<file path="src/rtl/tug_pkg.sv">
// Shared types and constants for the tug-of-war key front end.
package tug_pkg;

  typedef enum logic [1:0] {IDLE, PRESS_WAIT, HELD, RELEASE_WAIT} key_state_t;

  // Default debounce length, also used by the board top.
  localparam int DEF_DEBOUNCE_CYCLES = 16;

  // Counter width large enough to hold the largest of the three limits.
  function automatic int cnt_width(input int a, input int b, input int c);
    int m;
    m = a;
    if (b > m) m = b;
    if (c > m) m = c;
    return $clog2(m + 1);
  endfunction

endpackage

</file>
<file path="src/rtl/key_channel.sv">
// One key channel: two-flop synchroniser, debounce FSM, registered press pulse.
// Optional auto-repeat while the key stays held, enabled by AUTOREPEAT_EN.
module key_channel
  import tug_pkg::*;
#(
  parameter int DEBOUNCE_CYCLES = DEF_DEBOUNCE_CYCLES,
  parameter int REPEAT_DELAY    = 32,
  parameter int REPEAT_PERIOD   = 8
) (
  input  logic clock,
  input  logic reset,
  input  logic key_n,
  input  logic enable,
  output logic press,
  output logic held
);

  localparam int CW = cnt_width(DEBOUNCE_CYCLES, REPEAT_DELAY, REPEAT_PERIOD);
  localparam logic [CW-1:0] DEB = CW'(DEBOUNCE_CYCLES);

  logic          sync1_q, sync2_q;
  key_state_t    state_q, state_d;
  logic [CW-1:0] cnt_q, cnt_d;
  logic [CW-1:0] cnt_inc;
  logic          press_q, press_d;
  logic          pressed;
  logic          accept;
  logic          rpt_fire;

  assign pressed = ~sync2_q;
  // Saturating increment; IDLE and HELD hold cnt at 0 so this yields 1 there.
  assign cnt_inc = (cnt_q == '1) ? cnt_q : cnt_q + 1'b1;

  // State register: synchroniser, FSM state, debounce counter, pulse flop
  always_ff @(posedge clock) begin
    if (reset) begin
      sync1_q <= 1'b1;
      sync2_q <= 1'b1;
      state_q <= IDLE;
      cnt_q   <= '0;
      press_q <= 1'b0;
    end else begin
      sync1_q <= key_n;
      sync2_q <= sync1_q;
      state_q <= state_d;
      cnt_q   <= cnt_d;
      press_q <= press_d;
    end
  end

  // Next-state: count consecutive samples that disagree with the accepted level
  always_comb begin
    state_d = state_q;
    cnt_d   = cnt_q;
    accept  = 1'b0;
    case (state_q)
      IDLE, PRESS_WAIT: begin
        if (!pressed) begin
          state_d = IDLE;
          cnt_d   = '0;
        end else if (cnt_inc >= DEB) begin
          state_d = HELD;
          cnt_d   = '0;
          accept  = 1'b1;
        end else begin
          state_d = PRESS_WAIT;
          cnt_d   = cnt_inc;
        end
      end
      HELD, RELEASE_WAIT: begin
        if (pressed) begin
          // bounce during release lands back in HELD without a pulse
          state_d = HELD;
          cnt_d   = '0;
        end else if (cnt_inc >= DEB) begin
          state_d = IDLE;
          cnt_d   = '0;
        end else begin
          state_d = RELEASE_WAIT;
          cnt_d   = cnt_inc;
        end
      end
      default: begin
        state_d = IDLE;
        cnt_d   = '0;
      end
    endcase
  end

`ifdef AUTOREPEAT_EN
  localparam logic [CW-1:0] DLY = CW'(REPEAT_DELAY);
  localparam logic [CW-1:0] PER = CW'(REPEAT_PERIOD);

  logic [CW-1:0] rpt_q, rpt_d, rpt_inc, rpt_tgt;
  logic          rep_q, rep_d;   // first repeat already issued

  assign rpt_inc = (rpt_q == '1) ? rpt_q : rpt_q + 1'b1;
  assign rpt_tgt = rep_q ? PER : DLY;

  // Repeat counter register
  always_ff @(posedge clock) begin
    if (reset) begin
      rpt_q <= '0;
      rep_q <= 1'b0;
    end else begin
      rpt_q <= rpt_d;
      rep_q <= rep_d;
    end
  end

  // Repeat counter: runs only on edges that stay in HELD, frozen in RELEASE_WAIT
  always_comb begin
    rpt_d    = rpt_q;
    rep_d    = rep_q;
    rpt_fire = 1'b0;
    if (accept || state_d == IDLE) begin
      rpt_d = '0;
      rep_d = 1'b0;
    end else if (state_q == HELD && state_d == HELD) begin
      if (rpt_inc >= rpt_tgt) begin
        rpt_fire = 1'b1;
        rpt_d    = '0;
        rep_d    = 1'b1;
      end else begin
        rpt_d = rpt_inc;
      end
    end
  end
`else
  assign rpt_fire = 1'b0;
`endif

  // Outputs: pulse gated by enable at the deciding edge; held from state
  always_comb begin
    press_d = enable & (accept | rpt_fire);
    held    = (state_q == HELD) || (state_q == RELEASE_WAIT);
  end

  assign press = press_q;

endmodule

</file>
<file path="src/rtl/key_press_conditioner.sv">
// Tug-of-war key front end: two independent key channels (left, right) that
// turn raw active-low buttons into one-cycle press pulses and held flags.
// Optional auto-repeat selected by the AUTOREPEAT_EN macro.
module key_press_conditioner
  import tug_pkg::*;
#(
  parameter int DEBOUNCE_CYCLES = DEF_DEBOUNCE_CYCLES,
  parameter int REPEAT_DELAY    = 32,
  parameter int REPEAT_PERIOD   = 8
) (
  input  logic clock,
  input  logic reset,
  input  logic key_l_n,
  input  logic key_r_n,
  input  logic enable,
  output logic l_press,
  output logic r_press,
  output logic l_held,
  output logic r_held
);

  // index 1 = left, index 0 = right
  logic [1:0] key_n, press, held;

  assign key_n = {key_l_n, key_r_n};

  for (genvar g = 0; g < 2; g++) begin : g_ch
    key_channel #(
      .DEBOUNCE_CYCLES(DEBOUNCE_CYCLES),
      .REPEAT_DELAY   (REPEAT_DELAY),
      .REPEAT_PERIOD  (REPEAT_PERIOD)
    ) u_ch (
      .clock (clock),
      .reset (reset),
      .key_n (key_n[g]),
      .enable(enable),
      .press (press[g]),
      .held  (held[g])
    );
  end

  assign l_press = press[1];
  assign r_press = press[0];
  assign l_held  = held[1];
  assign r_held  = held[0];

endmodule

</file>
<file path="config.mk">
export PLATFORM = sky130hd
export DESIGN_NAME = key_press_conditioner
export DESIGN_NICKNAME = d
export VERILOG_FILES = /design/src/rtl/tug_pkg.sv /design/src/rtl/key_channel.sv /design/src/rtl/key_press_conditioner.sv
export SDC_FILE = /design/constraint.sdc
export NUM_CORES = 1
export LEC_CHECK = 0
export ABC_AREA = 1
export CELL_PAD_IN_SITES_DETAIL_PLACEMENT = 2
export CELL_PAD_IN_SITES_GLOBAL_PLACEMENT = 2
export CORE_MARGIN = 4
export CORE_UTILIZATION = 34
export CTS_CLUSTER_SIZE = 8
export DETAILED_ROUTE_END_ITERATION = 12
export PLACE_DENSITY = 0.84
export RECOVER_POWER = 100
export SYNTH_ARGS = -nofsm -noshare
export SYNTH_HDL_FRONTEND = slang
export SYNTH_HIERARCHICAL = 1
export SYNTH_SLANG_ARGS = --single-unit
</file>
<file path="constraint.sdc">
create_clock -name clock -period 2.2 [get_ports clock]
set_clock_uncertainty 0.05 [all_clocks]
set_input_delay 0.22 -clock clock [delete_from_list [all_inputs] [get_ports clock]]
set_output_delay 0.22 -clock clock [all_outputs]
set_load 0.01 [all_outputs]
</file>
==> results.sh <==
export IMPL_status="finished, final reports clean"
export IMPL_place_inst=128
export IMPL_power_frac_comb=0.047
export IMPL_switching_share=0.198
export IMPL_final_common_cell="dfxtp_1"
export IMPL_drcViolationCount=0
export IMPL_synthCells=92
export IMPL_n_antenna_cell=0
export IMPL_leakage_nw=0.416
export IMPL_grt_pass1_vias=731
export IMPL_hold_viol=0
export IMPL_power_frac_clock=0.422
export IMPL_hold_path_class="register to register"
export IMPL_crit_chain="dlygate4sd3_1"
export IMPL_p_int_mw=0.571
export IMPL_timing_rr_start="g_ch[1].u_ch/cnt_q[1]"
export IMPL_die_area_um2=3200
export IMPL_rows=17
export IMPL_clock_latency_ns=0.30
export IMPL_synth_distinct_cells=19
export IMPL_place_congestion=0.705
export IMPL_post_drt_wl_per_cell_um=14.6
export IMPL_place_area_um2=916
export IMPL_cts_reportedPaths_clkPinSlew_ns=0.12
export IMPL_p_seq_frac=0.531
export IMPL_fin_util=0.426
export IMPL_final_cell_mix="dfxtp_1 (20), nor2_1 (17), nand3_1 (9), nand2_1 (9), inv_1 (6)"
export IMPL_drt_iter0_markers=29
export IMPL_setup_slack_ns=0.597
export IMPL_cts_root_buf="clkbuf_4"
export IMPL_rsz0062_at_grt="false"
export IMPL_cts_buffers=3
export IMPL_cts_hold_fix_buffers=0
export IMPL_cts_sinks=20
export IMPL_cts_resized_gates=0
export IMPL_total_power_mw=0.712
export IMPL_dp_hpwl_um=1400
export IMPL_drive_gt1_frac=0.125
export IMPL_critPathMaxFanout=4
export IMPL_cap_violations=0
export IMPL_yosys_warnings=6
export IMPL_postSynthAreaPerCell_um2=8.70
export IMPL_cp_start_kind="register"
export IMPL_vdd_drop_max_uv=328
export IMPL_cts_buffer_depth=2
export IMPL_path_class="register to primary output"
export IMPL_die_w_um=56.5
export IMPL_syn_area_um2=801
export IMPL_initial_core_util=0.359
export IMPL_crit_path_end_kind="primary output"
export IMPL_cts_setup_buffers=0
export IMPL_min_delay_start="g_ch[1].u_ch/sync1_q"
export IMPL_tritoncts="built"
export IMPL_worstPathArrival_ns=1.33
export IMPL_startpoint="g_ch[1].u_ch/state_q[1]"
export IMPL_crit_family="buffers and inverters"
export IMPL_nets=112
export IMPL_whs_path_depth=1
export IMPL_required_ns=1.93
export IMPL_finalSetupTns_ns=0
export IMPL_cpMaxStageDelayCell="dlygate4sd3_1"
export IMPL_grt_usage=0.144
export IMPL_rrSetupSlack_ns=0.72
export IMPL_period_needed_ns=1.60
export IMPL_fp_coreArea_um2=2230
export IMPL_dr_total_vias=638
export IMPL_cp_buffers_inverters=1
export IMPL_reg2reg_to="g_ch[1].u_ch/cnt_q[1]"
export IMPL_fin_crit_sh=0.728
export IMPL_max_stage_delay_ns=0.62
export IMPL_clock_fmax_mhz=624
export IMPL_grt_max_degree=13
export IMPL_ctsHtreeMaxLevel=1
export IMPL_min_to="g_ch[1].u_ch/sync2_q"
export IMPL_routed_wl_um=1930
export IMPL_io_pins=9
export IMPL_grt_overflow_total=0
export IMPL_setup_viol=0
export IMPL_hold_ws_ns=0.390
export IMPL_final_cells=132
export IMPL_synth_seq_area_share=0.500
export IMPL_power_per_cell_area_nw_per_um2=749
export IMPL_port_buffers=8
export IMPL_stdcell_area_um2=951
export IMPL_power_switching_mw=0.141
export IMPL_viasPerCell=4.83
export IMPL_syn_to_final_growth_pct=18.8
export IMPL_drv_slew=0
export IMPL_dpl_worst_slack_ns=0.862
export IMPL_ys_ff_latch=20
export IMPL_die_h_um=56.5
export IMPL_dr_pass1_iters=4
export IMPL_r2r_cells=7
export IMPL_grt_pass1_wl_um=3490
export IMPL_antenna_found_initial=0
export IMPL_final_antenna_net_count=0
how the worst max path moves through the flow:
stage                                    endpoint  cells after the start  slack (ns)
after floorplan           g_ch[0].u_ch/state_q[1]                      7        1.05
after global placement      g_ch[0].u_ch/cnt_q[2]                      4        0.92
after detailed placement    g_ch[1].u_ch/cnt_q[1]                      4        0.86
after CTS                                  l_held                      1        0.63
after global routing                       r_held                      1        0.51
final                                      l_held                      1        0.60
layer usage:
| metal | GRT usage | share of wire |
|---|---|---|
| met4 | 0.0847 | 0.032 |
| met1 | 0.170 | 0.44 |
| met2 | 0.233 | 0.48 |
| met3 | 0.0345 | 0.049 |
| met5 | 0 | 0 |
cells by family (layout without fill, tap and decap cells):
group | after synthesis | count (layout) | share of synthesized area
simple gates | 48 | 48 | 0.325
flops | 20 | 20 | 0.500
buf+inv | 10 | 20 | 0.0469
compound gates | 6 | 6 | 0.0437
xor+xnor | 4 | 4 | 0.0437
fa+ha+maj | 2 | 2 | 0.0312
other cells | 2 | 4 | 0.00938
cell type report:
class,count,area [µm²]
Inverter,8,30.0
Tap cell,28,35.0
Sequential cell,20,400
Fill cell,267,1280
Multi-Input combinational cell,64,353
Clock inverter,1,30.0
Clock buffer,3,22.5
Timing Repair Buffer,8,80.1
flip-flops by register name (all words and copies together) (netlist names):
name / flops
g_ch.u_ch/cnt_q: 12
g_ch.u_ch/press: 2
g_ch.u_ch/state_q: 2
g_ch.u_ch/sync1_q: 2
g_ch.u_ch/sync2_q: 2
synthesized netlist by cell type, drive strengths merged:
cell type | instances | area share
xor2 | 4 | 0.044
inv | 6 | 0.028
nand4 | 4 | 0.031
nand2 | 10 | 0.053
nor2 | 18 | 0.091
a21oi | 2 | 0.013
or2 | 4 | 0.031
clkinv | 2 | 0.0094
o21a | 2 | 0.019
nand3 | 12 | 0.12
conb | 2 | 0.0094
clkbuf | 2 | 0.0094
o21ai | 2 | 0.013
dfxtp | 20 | 0.50
ha | 2 | 0.031
power groups by stage:
stage / Clock [mW] / Combinational (mW) / Sequential, mW
floorplan: 0 / 0.0202 / 0.385
global placement: 0 / 0.0353 / 0.386
detailed placement: 0 / 0.0365 / 0.387
CTS: 0.311 / 0.0369 / 0.379
global route: 0.323 / 0.0379 / 0.380
finish: 0.300 / 0.0334 / 0.378
Power figures use the tool's default switching activity.
